--- config.mk ---
export PLATFORM = sky130hd
export DESIGN_NAME = fuzzy_wavelet_mac
export DESIGN_NICKNAME = d
export VERILOG_FILES = /design/src/rtl/fuzzy_wavelet_mac.sv
export SDC_FILE = /design/constraint.sdc
export NUM_CORES = 1
export LEC_CHECK = 0
export CAP_MARGIN = 5
export CORE_MARGIN = 10
export CORE_UTILIZATION = 60
export DETAILED_ROUTE_END_ITERATION = 6
export DONT_BUFFER_PORTS = 1
export MAX_ROUTING_LAYER = met4
export PLACE_DENSITY = 0.8
export SYNTH_ARGS = -nofsm -noshare
export SYNTH_HDL_FRONTEND = slang
export SYNTH_SLANG_ARGS = --single-unit
--- constraint.sdc ---
create_clock -name clk -period 8.7 [get_ports clk]
set_input_delay 1.305 -clock clk [delete_from_list [all_inputs] [get_ports clk]]
set_output_delay 1.305 -clock clk [all_outputs]
set_load 0.02 [all_outputs]
--- src/rtl/fuzzy_wavelet_mac.sv ---
// fuzzy_wavelet_mac: TAPS-deep wavelet convolution engine with run-time loadable
// coefficients, one time-multiplexed MAC, arithmetic output scaling with saturation,
// a one-deep event pending slot and a sticky overrun flag.
module fuzzy_wavelet_mac #(
    parameter int unsigned DATA_W = 8,
    parameter int unsigned TAPS   = 16,
    parameter int unsigned OUT_W  = 8
) (
    input  logic              clk,
    input  logic              rst,
    input  logic              i_data_clk,
    input  logic [DATA_W-1:0] i_value,
    input  logic [7:0]        i_select,
    output logic [OUT_W-1:0]  o_out,
    output logic              o_valid,
    output logic              o_active,
    output logic              o_overrun
);

    localparam int unsigned KW     = $clog2(TAPS);
    localparam int unsigned PROD_W = 2 * DATA_W;
    localparam int unsigned ACC_W  = PROD_W + $clog2(TAPS);
    localparam logic [KW-1:0] LAST_K = KW'(TAPS - 1);
    localparam logic signed [ACC_W-1:0] SAT_MAX =
        {{(ACC_W - OUT_W + 1){1'b0}}, {(OUT_W - 1){1'b1}}};
    localparam logic signed [ACC_W-1:0] SAT_MIN = ~SAT_MAX;

    typedef enum logic [1:0] {
        StIdle,
        StAccum,
        StDone
    } state_e;

    state_e r_state;
    state_e w_state_next;

    logic r_sync1, r_sync2, r_sync3;

    logic              r_pend_full;
    logic [DATA_W-1:0] r_pend_value;
    logic [3:0]        r_pend_sel;   // {load flag, shift[2:0]}

    logic signed [DATA_W-1:0] r_d [TAPS];
    logic signed [DATA_W-1:0] r_c [TAPS];
    logic [KW-1:0]            r_ptr;
    logic [KW-1:0]            r_k;
    logic [2:0]               r_shift;
    logic signed [ACC_W-1:0]  r_acc;
    logic [OUT_W-1:0]         r_out;
    logic                     r_overrun;

    logic              w_event;
    logic              w_proc_pend;
    logic              w_proc_new;
    logic              w_proc;
    logic [DATA_W-1:0] w_proc_value;
    logic [3:0]        w_proc_sel;
    logic              w_start;
    logic              w_load;
    logic              w_pend_store;
    logic              w_drop;
    logic              w_last_k;

    logic signed [PROD_W-1:0] w_c_ext;
    logic signed [PROD_W-1:0] w_d_ext;
    logic signed [PROD_W-1:0] w_prod;
    logic signed [ACC_W-1:0]  w_acc_next;
    logic signed [ACC_W-1:0]  w_shifted;
    logic [OUT_W-1:0]         w_sat;
    logic                     w_unused_sel;

    assign w_unused_sel = ^i_select[3:0];

    // Event routing: a queued event always goes before a fresh one; a fresh event that
    // finds the slot occupied is lost.
    always_comb begin
        w_event      = r_sync2 & ~r_sync3;
        w_proc_pend  = (r_state == StIdle) && r_pend_full;
        w_proc_new   = (r_state == StIdle) && !r_pend_full && w_event;
        w_proc       = w_proc_pend | w_proc_new;
        w_proc_value = w_proc_pend ? r_pend_value : i_value;
        w_proc_sel   = w_proc_pend ? r_pend_sel : i_select[7:4];
        w_start      = w_proc && !w_proc_sel[3];
        w_load       = w_proc && w_proc_sel[3];
        w_pend_store = w_event && !w_proc_new && !r_pend_full;
        w_drop       = w_event && r_pend_full;
        w_last_k     = (r_k == LAST_K);
    end

    // MAC datapath: one product per ACCUM cycle, then scale and clamp the final sum.
    always_comb begin
        w_c_ext    = PROD_W'(r_c[r_k]);
        w_d_ext    = PROD_W'(r_d[r_k]);
        w_prod     = w_c_ext * w_d_ext;
        w_acc_next = r_acc + ACC_W'(w_prod);
        w_shifted  = w_acc_next >>> r_shift;
        w_sat      = w_shifted[OUT_W-1:0];
        if (w_shifted > SAT_MAX) begin
            w_sat = SAT_MAX[OUT_W-1:0];
        end else if (w_shifted < SAT_MIN) begin
            w_sat = SAT_MIN[OUT_W-1:0];
        end
    end

    // FSM state register.
    always_ff @(posedge clk) begin
        if (rst) begin
            r_state <= StIdle;
        end else begin
            r_state <= w_state_next;
        end
    end

    // FSM next-state: IDLE -> ACCUM on a processed sample, TAPS MAC cycles, one DONE cycle.
    always_comb begin
        w_state_next = r_state;
        unique case (r_state)
            StIdle:  if (w_start) w_state_next = StAccum;
            StAccum: if (w_last_k) w_state_next = StDone;
            StDone:  w_state_next = StIdle;
            default: w_state_next = StIdle;
        endcase
    end

    // Synchroniser, pending slot, delay line, coefficient store, accumulator and outputs.
    always_ff @(posedge clk) begin
        if (rst) begin
            r_sync1      <= 1'b0;
            r_sync2      <= 1'b0;
            r_sync3      <= 1'b0;
            r_pend_full  <= 1'b0;
            r_pend_value <= '0;
            r_pend_sel   <= '0;
            r_ptr        <= '0;
            r_k          <= '0;
            r_shift      <= '0;
            r_acc        <= '0;
            r_out        <= '0;
            r_overrun    <= 1'b0;
            for (int i = 0; i < TAPS; i++) begin
                r_d[i] <= '0;
                r_c[i] <= '0;
            end
            r_c[0] <= DATA_W'(1);
        end else begin
            r_sync1 <= i_data_clk;
            r_sync2 <= r_sync1;
            r_sync3 <= r_sync2;

            if (w_start) begin
                for (int i = TAPS - 1; i > 0; i--) begin
                    r_d[i] <= r_d[i-1];
                end
                r_d[0]  <= w_proc_value;
                r_shift <= w_proc_sel[2:0];
                r_acc   <= '0;
                r_k     <= '0;
            end

            if (w_load) begin
                r_c[r_ptr] <= w_proc_value;
                r_ptr      <= (r_ptr == LAST_K) ? '0 : r_ptr + KW'(1);
            end

            if (r_state == StAccum) begin
                r_acc <= w_acc_next;
                r_k   <= r_k + KW'(1);
                // Result is registered as ACCUM ends so it is on o_out during the DONE pulse.
                if (w_last_k) begin
                    r_out <= w_sat;
                end
            end

            if (w_proc_pend) begin
                r_pend_full <= 1'b0;
            end else if (w_pend_store) begin
                r_pend_full  <= 1'b1;
                r_pend_value <= i_value;
                r_pend_sel   <= i_select[7:4];
            end

            if (w_drop) begin
                r_overrun <= 1'b1;
            end
        end
    end

    assign o_out     = r_out;
    assign o_valid   = (r_state == StDone);
    assign o_active  = (r_state == StAccum);
    assign o_overrun = r_overrun;

endmodule
---- After elaboration in Yosys (flattened, before gate mapping) ----
Memories as Yosys holds them, arrays and structs flattened. A register that Yosys moved wholly into a read port is not among the register bits.
Cells that the tools add are included.
storage, ports and cells
  memory bits (writable) .................. 256
  logic and storage cells ................. 111
  output and inout port bits .............. 11
  memories ................................ 2
  register bits after elaboration ......... 58
  input port bits ......................... 19
memories
  memory  depth  width  rd ports  clocked after Yosys merged registers in  wr ports  line  RTL
  r_c     16     8      1         1                                        16        44    logic signed [DATA_W-1:0] r_c [TAPS];
  r_d     16     8      16        1                                        16        43    logic signed [DATA_W-1:0] r_d [TAPS];
cells by class
  order comparisons ....................... 2
  reductions and logical operators ........ 18
  bitwise operators ....................... 21
  eq/ne operators ......................... 6
  $add $sub $neg .......................... 3
  shift operators ......................... 1
  multiply operators ...................... 1
  mux-type cells .......................... 44
operator list
  kind                 count
  $mux 8               21
  $mux 20              2
  $mux 4               9
  $add 20x16->20       1
  $gt 20x8->1 const B  1
  $lt 20x8->1 const B  1
  $sshr 20x3->20       1
  $or 1x1->1           18
  $mul 8x8->16         1
  $mux 1               9
  $add 4x1->4 const B  2
  $eq 4x4->1 const B   2
  $logic_and 1x1->1    8
  $reduce_or 8->1      1
  $reduce_and 2->1     3
  $mux 2               2
  $pmux 2 s2           1
  $logic_not 1->1      3
  $eq 2x1->1 const B   1
  $eq 2x2->1 const B   1
  $logic_not 2->1      1
  $ne 2x1->1 const B   1
  $ne 2x2->1 const B   1
  $not 1->1            2
  3 further kinds      3

---- Logic depth before layout (Yosys ltp) ----
  word-level depth ........................ 10
  mapped depth ............................ 27
  mapped depth without buffers ............ 24

---- Least setup slack after synthesis ----
No wires, ideal clock.
  path kind ............................... register to register
  start point ............................. reg (tool-made name)
  end point ............................... reg r_out[0] (netlist: o_out[0])
  buffers on the path ..................... 3
  arrival ................................. 7.280 ns
  stages on the path, launching flop included .. 23
  data required time ...................... 8.581 ns
  setup slack ............................. 1.301 ns
  setup time .............................. 0.119 ns
  cells stage by stage .................... dfxtp_1 -> buf_2 -> buf_1 -> mux4_2 -> mux4_2 -> or2_2 -> fa_1 -> fa_1 -> inv_1 -> fa_1 -> fa_1 -> fa_1 -> ha_1 -> buf_6 -> a21o_1 -> a21oi_1 -> a2111oi_2 -> or2_4 -> xnor2_4 -> o211ai_1 -> a221oi_2 -> a41oi_2 -> o221a_1
RTL lines
  item                    line  RTL
  end signal: assignment  170   r_out <= w_sat;
  end: declaration        49    logic [OUT_W-1:0] r_out;

==> impl_metrics.json <==
{
  "synth.yosys.seq_area_share": 0.494,
  "fmax_mhz": 123,
  "post_cts_buffers": 0,
  "overflow": 0,
  "grt_pass1_vias": 11800,
  "post-route-period-util": 0.933,
  "top_usage_layer": "met2",
  "diodes": 0,
  "initial_core_util": 0.608,
  "grtUsageMet3": 0.0268,
  "finClkSkew_ns": 0.0142,
  "synthToLayoutAreaGrowth_pct": 8.47,
  "r2r-end": "o_out[5]",
  "grt_usage": 0.211,
  "cts_max_path_buffers": 3,
  "relSlewSlack": 0.198,
  "worst-setup-path-type": "reg2reg",
  "min_period_ns": 8.12,
  "syn_nets": 1622,
  "vias_per_cell": 6.18,
  "syn_area_sq_um": 18100,
  "status": "finished clean",
  "maxCapViolations": 0,
  "die-area_sq_um": 37500,
  "drc": 0,
  "synth_cells": 1464,
  "use_met2": 0.343,
  "grt_max_degree": 121,
  "power_w": 0.00468,
  "htreeDepth": 2,
  "io_pins": 30,
  "async_flop_share": 0,
  "syn_avg_cell_area_sq_um": 12.3,
  "rsz0062_at_grt": "no",
  "synth_edf_count": 256,
  "io_buffers": 0,
  "grt_pass1_wl_um": 63100,
  "rows": 63,
  "worst_skew_pair.late_latency_ns": 0.52,
  "synthFlopType": "edfxtp_1",
  "drt_iter0_drc": 1209,
  "vdd_drop_max_mv": 0.188,
  "firstDrtPassIters": 6,
  "fill_cells": 2045,
  "tightest_slew_ns": 1.20,
  "hold_depth": 1,
  "yosys_warnings": 0,
  "cts-root-buf": "clkbuf_16",
  "die_w_um": 194,
  "gp_congestion": 0.876,
  "rr_worst_depth": 21,
  "final_util": 0.660,
  "wl_per_cell_um": 20.9,
  "clock-sinks": 318,
  "setup_viol": 0,
  "vias": 11500,
  "leakage_nw": 7.60,
  "routed_wl_um": 38900,
  "core_region_area_sq_um": 29700,
  "cts_resized": 0,
  "fin_tns_setup_ns": 0,
  "clk_pin_slew_worst_paths_ns": 0.06,
  "drive_gt1_frac": 0.127,
  "power_density_nw_per_um2": 239,
  "met1_usage": 0.270,
  "finalNetCount": 1604,
  "hold_violations": 0,
  "drv_slew": 0,
  "synth_cell_types": 79,
  "ys_ff_latch": 318,
  "endpoint": "o_out[5]",
  "cts_tree": "done",
  "hold_class": "reg2reg",
  "dpl.hpwl_um": 25900,
  "arrival_ns": 8.58,
  "cts_inserted_buffers": 35,
  "antenna_left": 0,
  "worstSetupEndpointType": "register",
  "worstSetupStartpointType": "register",
  "holdWs_ns": 0.438,
  "crit_fanout": 27,
  "die_h_um": 194,
  "reg2reg_slack_ns": 0.58,
  "hold_buffers": 0,
  "antenna_found_initial": 0,
  "critPathRequiredTime_ns": 9.16
}
## critical path, stage by stage, from the launching register on
cell and delay (ns):
dfxtp_4 0.71, buf_4 0.38, mux4_2 0.58, mux4_2 0.61
and2_1 0.23, fa_1 0.50, inv_1 0.05, fa_1 0.47
inv_1 0.06, fa_1 0.50, fa_1 0.51, fa_1 0.51
ha_1 0.39, or2_2 0.33, o211ai_1 0.19, a21boi_1 0.24
o41ai_1 0.35, a21oi_1 0.15, nor2_1 0.20, o2111ai_1 0.18
o41ai_4 0.62, o221a_1 0.28
## kinds of logic (layout without fill, tap and decap cells)
family / after synthesis / count (layout) / share of synthesized area
fa+ha+maj: 139 / 139 / 0.133
simple gates: 531 / 531 / 0.143
mux: 101 / 101 / 0.112
buf+inv: 196 / 205 / 0.0419
compound gates: 159 / 159 / 0.0654
xor+xnor: 20 / 20 / 0.0111
flops: 318 / 318 / 0.494
## layout make-up
cell class                      instances  area, sq um  area share
Clock buffer                           46          968      0.0494
Clock inverter                         18          190     0.00970
Inverter                              116          435      0.0222
Multi-Input combinational cell        950         8410       0.429
Sequential cell                       318         8930       0.456
Tap cell                              390          488      0.0249
Timing Repair Buffer                   25          188     0.00957
## how the worst min path moves through the flow
stage / from / endpoint
CTS: r_sync1 / r_sync2
floorplan: r_sync1 / r_sync2
finish: r_sync1 / r_sync2
global placement: r_sync1 / r_sync2
global route: r_sync1 / r_sync2
detailed placement: r_sync1 / r_sync2
## where the power goes
group          total [W]  switching (W)  internal, W
clock            0.00148       0.000601     0.000881
combinational    0.00146       0.000907     0.000556
sequential       0.00174      0.0000349      0.00170
total            0.00468        0.00154      0.00314
## cells in the mapped netlist (all sizes together), types with 3 or more instances
library cell	count	area, sq um
nor3	16	80.1
xnor2	15	158
fa	88	1760
mux4	80	1800
nor4	6	37.5
a21o	7	52.6
nand2b	22	138
dfxtp	62	1240
edfxtp	256	7690
inv	114	428
a211o	3	26.3
o31ai	3	27.5
nand3	13	65.1
a22o	12	105
and2	162	1020
buf	17	86.3
xor2	5	43.8
clkbuf	63	236
o211ai	3	22.5
a21oi	42	210
or3	4	26.3
a31oi	7	43.8
nor2	197	739
o21a	7	55.1
o21ai	26	130
mux2i	17	170
ha	51	638
nand2	87	327
o211a	3	30.0
o221a	7	78.8
a211oi	9	72.6
mux2	4	45.0
o2111ai	3	32.5
or2	4	27.5
nor2b	11	68.8
## cells in the final DEF, fill, tap and decap left out, types with 3 or more instances in the layout
| cell type | n |
|---|---|
| a211o_1 | 3 |
| a211oi_1 | 8 |
| a21o_1 | 7 |
| a21oi_1 | 42 |
| a22o_1 | 12 |
| a31oi_1 | 7 |
| and2_1 | 161 |
| buf_4 | 25 |
| bufinv_16 | 3 |
| clkbuf_1 | 7 |
| clkbuf_16 | 36 |
| clkbuf_8 | 3 |
| clkinv_1 | 7 |
| clkinv_2 | 4 |
| dfxtp_1 | 60 |
| edfxtp_1 | 256 |
| fa_1 | 88 |
| ha_1 | 51 |
| inv_1 | 114 |
| mux2_2 | 4 |
| mux2i_1 | 17 |
| mux4_2 | 80 |
| nand2_1 | 87 |
| nand2b_1 | 21 |
| nand3_1 | 13 |
| nor2_1 | 196 |
| nor2b_1 | 11 |
| nor3_1 | 16 |
| nor4_1 | 6 |
| o211a_1 | 3 |
| o211ai_1 | 3 |
| o21a_1 | 5 |
| o21ai_0 | 25 |
| o221a_1 | 7 |
| or3_1 | 3 |
| xnor2_1 | 13 |
| xor2_1 | 5 |
## registers in the layout, summed over array words and instances, names as in the netlist, named ones only
register / count
o_out: 8
o_overrun: 1
r_acc: 20
r_c: 128
r_d: 128
r_k: 4
r_pend_full: 1
r_pend_sel: 4
r_pend_value: 8
r_ptr: 4
r_shift: 3
r_state: 2
r_sync1: 1
r_sync2: 1
r_sync3: 1
## metal layers
layer	routed length (um)	up-vias
li1	-	5107
met1	15600	5798
met2	19500	512
met3	2510	99
met4	1220	0
met5	0	-
## per-stage QoR
| stage | instance area (sq um) | worst slack [ns] | instances |
|---|---|---|---|
| 6_report | 19600 | 0.584 | 1863 |
| 5_1_grt | 19600 | 0.224 | 1863 |
| 4_1_cts | 19600 | 0.653 | 1863 |
| 3_5_place_dp | 18500 | 0.673 | 1799 |
| 3_3_place_gp | 18500 | 0.750 | 1799 |
| 2_1_floorplan | 18100 | 1.30 | 1464 |
Power figures use the tool's default switching activity.
